`src/rtl/input_normalizer.sv`:
```
// Pre-normalizes an unsigned operand for a CORDIC square root: shifts left in bit
// pairs until one of the top two bits is set, and reports the pair count and a zero flag.
//
//   state | meaning
//   IDLE  | ready for an operand; registers hold the last result
//   NORM  | shifting the operand left two bits per cycle
//   DONE  | result presented to the CORDIC, waiting for out_rdy
module input_normalizer #(
    parameter int WIDTH = 16
) (
    input  logic             clk,
    input  logic             reset,
    input  logic             in_val,
    output logic             in_rdy,
    input  logic [WIDTH-1:0] in_data,
    output logic             out_val,
    input  logic             out_rdy,
    output logic [WIDTH-1:0] out_data,
    output logic [3:0]       out_exp,
    output logic             out_zero
);

    typedef enum logic [1:0] {
        IDLE = 2'd0,
        NORM = 2'd1,
        DONE = 2'd2
    } state_t;

    state_t             state_q, state_d;
    logic [WIDTH-1:0]   data_q, data_d;
    logic [3:0]         k_q, k_d;
    logic               zero_q, zero_d;

    always_ff @(posedge clk or posedge reset) begin
        if (reset) begin
            state_q <= IDLE;
            data_q  <= '0;
            k_q     <= '0;
            zero_q  <= 1'b0;
        end else begin
            state_q <= state_d;
            data_q  <= data_d;
            k_q     <= k_d;
            zero_q  <= zero_d;
        end
    end

    always_comb begin
        state_d = state_q;
        data_d  = data_q;
        k_d     = k_q;
        zero_d  = zero_q;
        case (state_q)
            IDLE: begin
                if (in_val) begin
                    data_d  = in_data;
                    k_d     = '0;
                    zero_d  = 1'b0;
                    state_d = NORM;
                end
            end
            NORM: begin
                if (data_q == '0) begin
                    zero_d  = 1'b1;
                    state_d = DONE;
                // k stops at 7: any nonzero 16-bit operand is normalized by then
                end else if ((data_q[WIDTH-1:WIDTH-2] == 2'b00) && (k_q != 4'd7)) begin
                    data_d = {data_q[WIDTH-3:0], 2'b00};
                    k_d    = k_q + 4'd1;
                end else begin
                    state_d = DONE;
                end
            end
            DONE: begin
                if (out_rdy) begin
                    state_d = IDLE;
                end
            end
            default: begin
                state_d = IDLE;
            end
        endcase
    end

    assign in_rdy   = (state_q == IDLE);
    assign out_val  = (state_q == DONE);
    assign out_data = data_q;
    assign out_exp  = k_q;
    assign out_zero = zero_q;

endmodule

```
`config.mk`:
```
export PLATFORM = sky130hd
export DESIGN_NAME = input_normalizer
export DESIGN_NICKNAME = d
export VERILOG_FILES = /design/src/rtl/input_normalizer.sv
export SDC_FILE = /design/constraint.sdc
export NUM_CORES = 1
export LEC_CHECK = 0
export CORE_ASPECT_RATIO = 0.6
export CORE_MARGIN = 2
export CORE_UTILIZATION = 47
export CTS_BUF_LIST = sky130_fd_sc_hd__clkbuf_4 sky130_fd_sc_hd__clkbuf_8
export DETAILED_ROUTE_END_ITERATION = 12
export PLACE_DENSITY = 0.79
export SYNTH_ARGS = -nofsm -noshare
export SYNTH_HDL_FRONTEND = slang
export SYNTH_SLANG_ARGS = --single-unit
export TNS_END_PERCENT = 30
```
`constraint.sdc`:
```
create_clock -name clk -period 2.6 [get_ports clk]
set_clock_uncertainty 0.2 [all_clocks]
set_input_delay 0.65 -clock clk [delete_from_list [all_inputs] [get_ports clk]]
set_output_delay 0.65 -clock clk [all_outputs]
set_load 0.05 [all_outputs]
```
==> run_results.csv <==
group,metric,value,unit
global_routing,grt.total_usage,0.210,
global_routing,grt_pass1_wl,4930,um
setup_path,worstPathRequired,2.55,ns
clock_network,root_buffer,"clkbuf_8",
routing,drc,0,
global_routing,use_met1,0.296,
sta,worst_pin_slew,0.921,ns
clock_network,cts_made_buffers,3,
place,place.port_buffers,42,
logic_synthesis,syn_avg_cell_area,12.3,sq um
logic_synthesis,synth_commonest_cells,"dfrtp_1, mux2_2, mux2_4, nand2_1, o311ai_0",
floorplanning,std_cell_rows,14,
clock_network,hold_buffers,0,
logic_synthesis,synthXorXnorAreaFrac,0,
floorplanning,dieArea,3180,sq um
setup_path,start_kind,"primary input",
routing,ant_nets,0,
sta,hold_violations,0,
global_routing,grt_overflow,0,
power,irDropWorstVdd,796,uV
logic_synthesis,ys_types,31,
global_routing,met3_usage,0.0729,
power,p_per_area,1470,nW/um^2
sta,clock.fmax,394,MHz
sta,fin_crit,2.54,ns
clock_network,cts_setup_buffers,0,
setup_path,critPathMaxFanout,15,
global_routing,grt_max_degree,24,
routing,vias,1011,
finish,stdcell_count,183,
clock_network,clk_latency,0.26,ns
logic_synthesis,synth_nets,125,
floorplanning,ioPinCount,43,
sta,fin_crit_sh,0.977,
setup_path,cp-end-kind,"flop",
sta,rsz0062_at_grt,"false",
setup_path,cp.arrival,2.49,ns
logic_synthesis,syn_inst,104,
status,status,"complete, no violations",
logic_synthesis,async_flop_share,1.00,
clock_network,cts_tree,"yes",
floorplanning,die_y,44.5,um
clock_network,cts_sinks,23,
run,max-cap-violations,0,
routing,routedWlPerCell,16.7,um
logic_synthesis,yosysWarnings,0,
finish,num_antenna_cells,0,
logic_synthesis,muxShareOfSynthArea,0.272,
logic_synthesis,synth_compound_area_frac,0.115,
logic_synthesis,synthSimpleGateAreaFrac,0.109,
logic_synthesis,synth_top_area_frac,0.449,
clock_network,clk_pin_slew,0.08,ns
sta,final-setup-viol-count,0,
global_routing,antenna_found_initial,0,
place,gp_congestion,0.859,
power,p_leak,0.737,nW
floorplanning,start_util,0.505,
global_routing,met2_usage,0.311,
logic_synthesis,yosys.cell_count.top_type,"dfrtp_1",
clock_network,cts_max_level,1,
finish,drive_gt1_frac,0.305,
finish,area_growth,38.9,%
logic_synthesis,synth_area,1280,sq um
logic_synthesis,synth_edf_count,0,
sta,slew_headroom,0.386,
finish,final_util,0.701,
sta,slew_viol_final,0,
global_routing,grt_pass1_vias,991,
global_routing,top_usage_layer,"met2",
clock_network,clk_path_buf_depth,2,
routing,dr.first_iter.drc_count,99,
logic_synthesis,synth_seq_cells,23,
place,dp_cells,179,
logic_synthesis,synth_ff_type,"dfrtp_1",
setup_path,critical_path_class,"in2reg",
routing,dr.pass1.iters,4,
worst_hold_path,min_path_type,"reg2reg",
logic_synthesis,yosys-top-cells-area,"dfrtp_1, mux2_2, mux2_4, o311ai_0, nand2_1",
floorplanning,die_w,71.4,um
logic_synthesis,yosys.area.top_type,"dfrtp_1",
logic_synthesis,synthAdderAreaFrac,0.00976,
floorplanning,core_region_area,2540,sq um
clock_network,cts_resized,0,
logic_synthesis,synth_top_family_by_area,"multiplexers",
finish,final_nets,173,
logic_synthesis,ys_seq_area_frac,0.449,
routing,routed_wl,3050,um
routing,via_per_inst,5.52,
[area by class of cell]
cell class                      instances  area [sq um]
Fill cell                             181           758
Multi-Input combinational cell         73           649
Sequential cell                        23           576
Timing Repair Buffer                   47           453
Clock buffer                            4          48.8
Tap cell                               32          40.0
Inverter                                4          15.0
[power breakdown]
part | switching [mW] | internal (mW)
Combinational | 0.960 | 0.722
Clock | 0.111 | 0.120
Sequential | 0.180 | 0.520
[layer usage]
layer / vias up / routed length (um)
li1: 482 / -
met1: 490 / 1510
met2: 37 / 1340
met3: 2 / 195
met4: 0 / 14
met5: - / 0
[state kept, by name, summed over array words and instances (netlist names)]
name and flops:
out_data 16, state_q 2, out_exp 4, out_zero 1
[worst max-delay path, stage by stage]
cell             delay [ns]
clkdlybuf4s50_1        0.48
o21ai_1                0.11
o31ai_4                0.83
mux2_2                 0.42
[cells by family (layout without fill, tap and decap cells)]
kind of cell / Yosys count / count (layout)
AND/OR/NAND/NOR: 27 / 27
adder cells (fa/ha/maj): 1 / 1
buffers and inverters: 8 / 55
multiplexers: 28 / 28
flip-flops: 23 / 23
AO/OA/AOI/OAI: 17 / 17
[metrics by stage]
stage	instance area (sq um)	hold slack [ns]	setup WS [ns]	setup TNS [ns]	power (mW)
after global routing	1780	0.389	0.0157	0	2.75
after floorplan	1280	0.407	0.371	0	1.91
after detailed placement	1730	0.339	-0.218	-2.31	2.38
after CTS	1780	0.357	0.0657	0	2.62
after global placement	1730	0.317	-0.155	-1.65	2.34
final	1780	0.356	0.0604	0	2.61
[layout by cell type, fill, tap and decap left out, drive strengths merged, types with 3 or more instances in the layout]
| cell type | count |
|---|---|
| clkdlybuf4s50 | 40 |
| mux2 | 28 |
| dfrtp | 23 |
| nand2 | 10 |
| buf | 7 |
| o311ai | 6 |
| nor4 | 4 |
| inv | 4 |
| nor2 | 4 |
| clkbuf | 4 |
| or2 | 3 |
| o21ai | 3 |
[path summary, 6_finish.rpt]
path                                    startpoint                        to  slack [ns]  cells past startpoint
min                           out_zero$_DFFE_PP0P_      out_zero$_DFFE_PP0P_        0.36                      2
max in group asynchronous                    reset    state_q[1]$_DFFE_PP0P_        1.44                      3
min in group asynchronous                    reset  out_data[11]$_DFFE_PP0P_        0.53                      3
max reg2reg                out_data[1]$_DFFE_PP0P_   out_data[3]$_DFFE_PP0P_        0.18                      4
max                                         in_val   out_data[3]$_DFFE_PP0P_        0.06                      4
min reg2reg                   out_zero$_DFFE_PP0P_      out_zero$_DFFE_PP0P_        0.36                      2
Power figures use the tool's default switching activity.
